`config.mk`:
```
export PLATFORM = sky130hd
export DESIGN_NAME = apb_wide_mem_bridge
export DESIGN_NICKNAME = d
export VERILOG_FILES = /design/src/rtl/apb_bridge_pkg.sv /design/src/rtl/apb_bridge_lane_buf.sv /design/src/rtl/apb_wide_mem_bridge.sv
export SDC_FILE = /design/constraint.sdc
export NUM_CORES = 1
export LEC_CHECK = 0
export CAP_MARGIN = 40
export CORE_MARGIN = 1
export CORE_UTILIZATION = 40
export CTS_BUF_LIST = sky130_fd_sc_hd__clkbuf_4
export CTS_CLUSTER_SIZE = 40
export DETAILED_ROUTE_END_ITERATION = 12
export PLACE_DENSITY = 0.77
export SYNTH_ARGS = -nofsm -noshare
export SYNTH_HDL_FRONTEND = slang
export SYNTH_HIERARCHICAL = 1
export SYNTH_SLANG_ARGS = --single-unit
export TNS_END_PERCENT = 50
```
`constraint.sdc`:
```
create_clock -name PCLK -period 3 [get_ports PCLK]
set_input_delay 0.9 -clock PCLK [delete_from_list [all_inputs] [get_ports PCLK]]
set_output_delay 0.9 -clock PCLK [all_outputs]
set_load 0.01 [all_outputs]
```
`src/rtl/apb_bridge_pkg.sv`:
```
// Shared types and sizing helpers for the APB wide-to-narrow memory bridge.
// Optional byte strobes are enabled with the APB_BRIDGE_STRB_EN macro.
package apb_bridge_pkg;

    typedef enum logic [1:0] {
        IDLE = 2'd0,
        XFER = 2'd1,
        DONE = 2'd2
    } bridge_state_t;

    function automatic int beats_of(input int data_w, input int mem_w);
        return data_w / mem_w;
    endfunction

    function automatic int idx_w(input int data_w, input int mem_w);
        return (data_w / mem_w > 1) ? $clog2(data_w / mem_w) : 1;
    endfunction

endpackage

```
`src/rtl/apb_bridge_lane_buf.sv`:
```
// DATA_W-wide holding buffer with a full parallel load and an
// indexed MEM_W lane write and read port.
module apb_bridge_lane_buf
    import apb_bridge_pkg::*;
#(
    parameter int DATA_W = 128,
    parameter int MEM_W  = 8,
    parameter int IW     = idx_w(DATA_W, MEM_W)
) (
    input  logic              PCLK,
    input  logic              PRESETn,
    input  logic              load,
    input  logic [DATA_W-1:0] load_data,
    input  logic              lane_we,
    input  logic [IW-1:0]     idx,
    input  logic [MEM_W-1:0]  lane_wdata,
    output logic [MEM_W-1:0]  lane_rdata,
    output logic [DATA_W-1:0] q
);

    logic [DATA_W-1:0] data_q;

    always_ff @(posedge PCLK or negedge PRESETn) begin
        if (!PRESETn) begin
            data_q <= '0;
        end else if (load) begin
            data_q <= load_data;
        end else if (lane_we) begin
            data_q[idx*MEM_W +: MEM_W] <= lane_wdata;
        end
    end

    assign lane_rdata = data_q[idx*MEM_W +: MEM_W];
    assign q          = data_q;

endmodule

```
`src/rtl/apb_wide_mem_bridge.sv`:
```
// Splits one wide APB access into BEATS narrow memory beats.
// Define APB_BRIDGE_STRB_EN to add PSTRB/mem_be and skip empty write beats.
module apb_wide_mem_bridge
    import apb_bridge_pkg::*;
#(
    parameter int  ADDR_W = 4,
    parameter int  DATA_W = 128,
    parameter int  MEM_W  = 8,
    localparam int BEATS  = beats_of(DATA_W, MEM_W),
    localparam int IW     = idx_w(DATA_W, MEM_W)
) (
    input  logic                 PCLK,
    input  logic                 PRESETn,
    input  logic                 PSEL,
    input  logic                 PENABLE,
    input  logic                 PWRITE,
    input  logic [ADDR_W-1:0]    PADDR,
    input  logic [DATA_W-1:0]    PWDATA,
`ifdef APB_BRIDGE_STRB_EN
    input  logic [DATA_W/8-1:0]  PSTRB,
    output logic [MEM_W/8-1:0]   mem_be,
`endif
    output logic [DATA_W-1:0]    PRDATA,
    output logic                 PREADY,
    output logic                 PSLVERR,
    output logic                 mem_cs,
    output logic                 mem_we,
    output logic [ADDR_W+IW-1:0] mem_addr,
    output logic [MEM_W-1:0]     mem_wdata,
    input  logic [MEM_W-1:0]     mem_rdata,
    input  logic                 mem_ready,
    input  logic                 mem_err
);

    bridge_state_t     state;
    logic [IW-1:0]     beat;
    logic [ADDR_W-1:0] addr_q;
    logic              we_q;
    logic              err_q;

    logic              setup;
    logic              skip;
    logic              beat_done;
    logic              err_hit;
    logic              last_beat;
    logic [MEM_W-1:0]  wlane;
    logic [MEM_W-1:0]  rlane;
    logic [DATA_W-1:0] wbuf_q;
    logic [DATA_W-1:0] rbuf_q;
    logic              unused_ok;

    assign setup = (state == IDLE) && PSEL && !PENABLE;

`ifdef APB_BRIDGE_STRB_EN
    localparam int BE_W = MEM_W / 8;

    logic [DATA_W/8-1:0] strb_q;
    logic [BE_W-1:0]     lane_strb;

    always_ff @(posedge PCLK or negedge PRESETn) begin
        if (!PRESETn) begin
            strb_q <= '0;
        end else if (setup) begin
            strb_q <= PSTRB;
        end
    end

    assign lane_strb = strb_q[beat*BE_W +: BE_W];
    // An all-zero write lane costs one idle cycle and never touches memory
    assign skip      = (state == XFER) && we_q && (lane_strb == '0);
    assign mem_be    = mem_cs ? (we_q ? lane_strb : '1) : '0;
`else
    assign skip = 1'b0;
`endif

    assign beat_done = (state == XFER) && (skip || mem_ready);
    assign err_hit   = (state == XFER) && !skip && mem_ready && mem_err;
    assign last_beat = (beat == IW'(BEATS - 1));

    always_ff @(posedge PCLK or negedge PRESETn) begin
        if (!PRESETn) begin
            state  <= IDLE;
            beat   <= '0;
            addr_q <= '0;
            we_q   <= 1'b0;
            err_q  <= 1'b0;
        end else begin
            unique case (state)
                IDLE: begin
                    if (setup) begin
                        addr_q <= PADDR;
                        we_q   <= PWRITE;
                        beat   <= '0;
                        err_q  <= 1'b0;
                        state  <= XFER;
                    end
                end
                XFER: begin
                    if (beat_done) begin
                        if (err_hit) begin
                            err_q <= 1'b1;
                            state <= DONE;
                        end else if (last_beat) begin
                            state <= DONE;
                        end else begin
                            beat <= beat + 1'b1;
                        end
                    end
                end
                DONE: begin
                    state <= IDLE;
                end
                default: begin
                    state <= IDLE;
                end
            endcase
        end
    end

    apb_bridge_lane_buf #(
        .DATA_W (DATA_W),
        .MEM_W  (MEM_W),
        .IW     (IW)
    ) u_wbuf (
        .PCLK       (PCLK),
        .PRESETn    (PRESETn),
        .load       (setup),
        .load_data  (PWDATA),
        .lane_we    (1'b0),
        .idx        (beat),
        .lane_wdata ('0),
        .lane_rdata (wlane),
        .q          (wbuf_q)
    );

    apb_bridge_lane_buf #(
        .DATA_W (DATA_W),
        .MEM_W  (MEM_W),
        .IW     (IW)
    ) u_rbuf (
        .PCLK       (PCLK),
        .PRESETn    (PRESETn),
        .load       (1'b0),
        .load_data  ('0),
        .lane_we    ((state == XFER) && !we_q && mem_ready),
        .idx        (beat),
        .lane_wdata (mem_rdata),
        .lane_rdata (rlane),
        .q          (rbuf_q)
    );

    assign unused_ok = ^{wbuf_q, rlane};

    assign mem_cs    = (state == XFER) && !skip;
    assign mem_we    = mem_cs && we_q;
    assign mem_addr  = mem_cs ? {addr_q, beat} : '0;
    assign mem_wdata = mem_cs ? wlane : '0;

    assign PREADY  = (state == DONE);
    assign PSLVERR = (state == DONE) && err_q;
    assign PRDATA  = ((state == DONE) && !err_q && !we_q) ? rbuf_q : '0;

endmodule
```
## After elaboration in Yosys (flattened, before gate mapping)

Index checks and enable logic that the tools add are counted.

| operators by class | value |
|---|---|
| $add $sub $neg | 2 |
| multiply operators | 0 |
| divide/modulo/power cells | 0 |
| magnitude comparators | 0 |
| equal/unequal tests | 9 |
| shift-type cells | 3 |
| mux-type cells | 18 |
| bitwise gates (word level) | 0 |
| reductions and logical operators | 19 |

Operator list:

| kind | number |
|---|---|
| bitwise mux 128 bit | 1 |
| 2-to-1 mux 128 bit | 1 |
| variable shift 8 x 34 -> 128 bit (first input constant) | 1 |
| indexed part select 128 x 8 -> 8 bit | 1 |
| indexed part select 8 x 34 -> 128 bit | 1 |
| negation 7 -> 34 bit | 1 |
| 2-to-1 mux 4 bit | 4 |
| 2-to-1 mux 8 bit | 2 |
| logical AND 1 bit | 10 |
| 2-to-1 mux 2 bit | 4 |
| one-hot mux 4 bit (2 select lines) | 1 |
| inequality test 2 bit (second input constant) | 3 |
| AND reduction 5 bit | 1 |
| adder 4 x 1 -> 4 bit (second input constant) | 1 |
| equality test 4 bit (second input constant) | 1 |
| inequality test 2 x 1 -> 1 bit (second input constant) | 2 |
| one-hot mux 2 bit (2 select lines) | 1 |
| AND reduction 4 bit | 1 |
| logical NOT 1 bit | 3 |
| 2-to-1 mux 1 bit | 3 |
| inequality test 3 x 1 -> 1 bit (second input constant) | 1 |
| AND reduction 3 bit | 1 |
| equality test 2 x 1 -> 1 bit (second input constant) | 1 |
| equality test 2 bit (second input constant) | 1 |
| 4 further kinds | 4 |

| storage, ports and cells | value |
|---|---|
| bits in registers | 268 |
| latch bits | 0 |
| RAM bits | 0 |
| memory bits (read-only) | 0 |
| input bits | 147 |
| output and inout bits | 148 |
| word-level logic and storage cells | 58 |
| memories kept | 0 |

## Longest topological paths before layout

Gate-level depths: netlist of run 1.

| depth | value |
|---|---|
| word-level depth | 6 |
| gate-level depth with buffers | 12 |
| gate-level depth less buffers | 8 |

## Cells and area by module

The synthesis of run 1 kept the hierarchy.

By module, submodules not included:

| module | instances | cells each | area an instance (um^2) | sequential area each (um^2) |
|---|---|---|---|---|
| apb_bridge_lane_buf at u_rbuf | 1 | 642 | 7312.0 | 3203.1 |
| apb_bridge_lane_buf at u_wbuf | 1 | 592 | 7161.9 | 3203.1 |
| apb_wide_mem_bridge | 1 | 231 | 1624.1 | 300.3 |

## Worst setup path after synthesis of run 1

OpenSTA, ideal clock, no wires.

| path | value |
|---|---|
| path type | reg-to-reg |
| from | register beat[0] |
| to | register u_rbuf.data_q[64] (netlist: u_rbuf/q[64]) |
| setup time | 126 ps |
| data arrival time | 2858 ps |
| required time | 2874 ps |
| path slack | 16 ps |
| stages on the path, launching flop included | 10 |
| path buffers | 3 |
| period minus slack after synthesis | 2984 ps |
| path through | dfrtp_1 > buf_2 > buf_2 > buf_4 > inv_1 > ha_1 > nand2b_2 > a21oi_2 > a31oi_1 > a221o_1 |

| between the ends | value |
|---|---|
| word-level cells in the longest chain between the ends | 3 |
| elaborated cells on any way between the ends | 4 |
| classes of those cells | add/sub (1); shift (2); mux (1) |

Ends and longest elaborated chain:

| what | line | RTL |
|---|---|---|
| start: declaration | apb_wide_mem_bridge.sv:36 | `logic [IW-1:0] beat;` |
| start signal: assignment | apb_wide_mem_bridge.sv:106 | `beat <= beat + 1'b1;` |
| negation 7 -> 34 bit (*) | apb_bridge_lane_buf.sv:29 | `data_q[idx*MEM_W +: MEM_W] <= lane_wdata;` |
| indexed part select 8 x 34 -> 128 bit / variable shift 8 x 34 -> 128 bit (equally long branches) | n/a |  |
| bitwise mux 128 bit (*) | apb_bridge_lane_buf.sv:29 |  |
| end signal: assignment | apb_bridge_lane_buf.sv:27 | `data_q <= load_data;` |
| end signal: indexed assignment | apb_bridge_lane_buf.sv:29 |  |
| end: declaration | apb_bridge_lane_buf.sv:21 | `logic [DATA_W-1:0] data_q;` |

Every way passes the cells marked *; elsewhere a longest branch is shown, timed or not.
A chain may end at the register's enable or synchronous reset.

## Worst setup path after layout of run 1

| path | value |
|---|---|
| from | register beat[1] |
| to | output mem_wdata[6] |

| between the ends | value |
|---|---|
| word-level cells in the longest chain between the ends | 2 |

Ends and longest elaborated chain:

| what | line | RTL |
|---|---|---|
| indexed part select 128 x 8 -> 8 bit | apb_bridge_lane_buf.sv:33 | `assign lane_rdata = data_q[idx*MEM_W +: MEM_W];` |
| net wlane[6] | apb_wide_mem_bridge.sv:46 | `logic [MEM_W-1:0] wlane;` |
| 2-to-1 mux 8 bit | apb_wide_mem_bridge.sv:157 | `assign mem_wdata = mem_cs ? wlane : '0;` |
| end: declaration | apb_wide_mem_bridge.sv:29 | `output logic [MEM_W-1:0] mem_wdata,` |

The timed path passes the listed nets, and every way through them passes these cells.

==> impl_metrics.py, run 1 <==
metrics = {
    "run_status": {
        "status": "finished, violations left",
        "violations": "setup timing",
    },
    "synthesis": {
        "synth_warnings": 6,
        "syn_area_sq_um": 15200,
        "syn_inst": 1408,
        "syn_avg_cell_area_sq_um": 10.8,
    },
    "global_route": {
        "grt_max_degree": 146,
        "grt_pass1_wl_mm": 78.0,
        "grt_pass1_vias": 13800,
        "grtUsageTotal_pct": 26.0,
        "grt_antenna_before_repair": 1,
        "overflow": 0,
    },
    "detailed_routing": {
        "vias": 13900,
        "via_per_inst": 5.40,
        "route.met3.wl_mm": 4.29,
        "wl_met2_mm": 25.9,
        "drtAntennaViolNets": 0,
        "top_layer": "met4",
        "routed_wl_mm": 53.1,
        "dr.pass1.iters": 6,
        "drt-initial-drc-count": 1178,
        "wl_met1_mm": 20.9,
        "drcViolationCount": 0,
        "wl_per_cell_um": 20.7,
    },
    "worst_setup_path": {
        "worstSetupEndpointType": "output pin",
        "critPathMaxFanout": 7,
        "crit_path_start_kind": "flip-flop",
        "cp.arrival_ns": 2.48,
        "crit_type": "reg -> out",
        "cp.required_ns": 2.10,
    },
    "finish": {
        "area_delta_synth_final_pct": 42.0,
        "fin_nets": 2167,
        "layout-drive-gt1-share_pct": 29.8,
        "finalNonFillerCells": 2569,
    },
    "worst_hold_path": {
        "hold_path.class": "in -> async",
    },
    "timing": {
        "setup_viol": 122,
        "rsz0062_at_grt": "yes",
        "worst_pin_slew_ns": 0.970,
        "fin_crit_ns": 3.38,
        "fin_skew_ns": 0.0665,
        "finalWorstSetupSlack_ns": -0.378,
        "fin_crit_sh_pct": 113,
        "hold_violations": 0,
        "hold_slack_ns": 0.136,
        "fmax_mhz": 296,
        "slew_viol_final": 0,
        "max_slew_margin_pct": 35.3,
    },
    "floorplan": {
        "fp.dieArea_sq_um": 38700,
        "die_h_um": 197,
        "initial_core_util_pct": 40.5,
        "rows": 71,
        "core_sq_um": 37500,
        "die_w_um": 197,
        "ios": 295,
    },
    "cts": {
        "cts.htree.levels": 3,
        "root_buffer": "clkbuf_4",
        "cts_buffer_depth": 3,
        "clk_latency_ns": 0.71,
        "cts_made_buffers": 73,
        "cts_hold_buffers": 0,
        "clock_sinks": 268,
        "cts_tree": "yes",
        "cts.clk_slew.worst_paths_ns": 0.08,
    },
    "pwr": {
        "comb_power_share_pct": 41.8,
        "seqPwrFrac_pct": 36.6,
        "switching_share_pct": 37.4,
        "p_sw_mw": 5.57,
        "power.leakage_nw": 10.1,
        "vdd_drop_max_v": 0.000413,
        "p_int_mw": 9.33,
        "clock_power_share_pct": 21.6,
        "cellPowerDensity_nw_per_um2": 691,
    },
    "placed_design": {
        "place_congestion": 0.911,
        "dp_cells": 2377,
        "portBuffers": 294,
        "dp_hpwl_mm": 34.7,
    },
    "flow_run": {
        "drv_cap": 0,
    },
}
[power by group through the flow]
| stage | logic (mW) | registers [mW] | clock network, mW |
|---|---|---|---|
| after global routing | 6.66 | 5.53 | 3.50 |
| after global placement | 5.25 | 5.42 | 0 |
| final | 6.22 | 5.46 | 3.22 |
| after CTS | 5.77 | 5.40 | 3.29 |
| after floorplan | 3.69 | 5.09 | 0 |
| after detailed placement | 5.44 | 5.44 | 0 |
[layout make-up]
| cell class | instances | area [sq um] |
|---|---|---|
| clock inverters | 26 | 164 |
| diodes | 1 | 2.50 |
| well taps | 511 | 639 |
| flip-flops and latches | 268 | 6710 |
| clock buffers | 93 | 698 |
| repair buffers | 440 | 4290 |
| multi-input cells | 1208 | 8960 |
| fillers | 3137 | 15900 |
| inverters | 22 | 95.1 |
[final timing paths]
path | endpoint | from | depth (start not counted) | slack, ns
min | u_rbuf/q[116]$_DFFE_PN0P_ | PRESETn | 1 | 0.14
max | mem_wdata[6] | beat[1]$_DFFE_PN0P_ | 7 | -0.38
max reg2reg | u_rbuf/q[56]$_DFFE_PN0P_ | state[1]$_DFFE_PN0P_ | 12 | 0.20
max in group asynchronous | we_q$_DFFE_PN0P_ | PRESETn | 2 | 2.00
min reg2reg | addr_q[1]$_DFFE_PN0P_ | addr_q[1]$_DFFE_PN0P_ | 2 | 0.47
min in group PCLK | addr_q[1]$_DFFE_PN0P_ | addr_q[1]$_DFFE_PN0P_ | 2 | 0.47
[critical path: stages (launching register included)]
cell and delay (ns):
dfrtp_2 0.45, buf_12 0.15, buf_6 0.09, mux4_2 0.53
o22ai_2 0.20, nor2_2 0.08, and2_1 0.14, buf_2 0.13
[placed cells by master, fill, tap and decap left out, types with 8 or more instances in the layout]
| master | instances |
|---|---|
| and3_1 | 16 |
| nor2_1 | 34 |
| buf_2 | 70 |
| a21oi_1 | 12 |
| inv_1 | 19 |
| a221o_1 | 96 |
| dlymetal6s2s_1 | 9 |
| conb_1 | 196 |
| o21ai_0 | 51 |
| dfrtp_1 | 264 |
| nand3_1 | 19 |
| clkdlybuf4s50_1 | 146 |
| buf_12 | 20 |
| mux2_2 | 62 |
| nand2_1 | 156 |
| a31oi_1 | 9 |
| and2_4 | 63 |
| buf_4 | 84 |
| a22oi_1 | 8 |
| buf_6 | 92 |
| clkinv_1 | 15 |
| nor2b_1 | 49 |
| and2_1 | 117 |
| o211ai_1 | 10 |
| a222oi_1 | 8 |
| o22ai_2 | 12 |
| mux4_2 | 32 |
| a22o_1 | 17 |
| nand3b_1 | 9 |
| mux2i_1 | 136 |
| clkbuf_4 | 93 |
[repair_timing]
action,4_1_cts,5_1_grt
pin swaps,17,39
endpoints found under the setup margin,147,150
buffers inserted,31,34
resized for setup,326,391
cloned,7,5
[layer usage]
metal / GRT usage, % / vias up
li1: - / 6190
met1: 33.2 / 6844
met2: 43.4 / 719
met3: 5.01 / 125
met4: 10.2 / 0
met5: 0 / -
[sequential cells by signal, summed over array words and instances (netlist names)]
signal / flops
state: 2
we_q: 1
beat: 4
u_rbuf/q: 128
addr_q: 4
u_wbuf/q: 128
err_q: 1
[metrics by stage]
step	utilization, %	power (mW)	setup TNS [ns]	setup WS (ns)	cell area, sq um
after global routing	57.5	15.7	-41.69	-0.478	21600
final	57.5	14.9	-23.68	-0.378	21600
after detailed placement	52.7	10.9	-1.23	-0.113	19800
after global placement	52.7	10.7	-0.0484	-0.0467	19700
after CTS	56.2	14.5	-50.27	-0.515	21100
after floorplan	-	8.78	0	0.150	15900
(Power assumes the default switching activity.)
==> inputs of run 2 (changes only) <==
--- a/config.mk
+++ b/config.mk
@@ -5,6 +5,7 @@
 export SDC_FILE = /design/constraint.sdc
 export NUM_CORES = 1
 export LEC_CHECK = 0
+export ABC_CLOCK_PERIOD_IN_PS = 3000
 export CAP_MARGIN = 40
 export CORE_MARGIN = 1
 export CORE_UTILIZATION = 40
==> results of run 2 <==
Same layout as run 1: the final DEF is identical, and so are final timing and power.
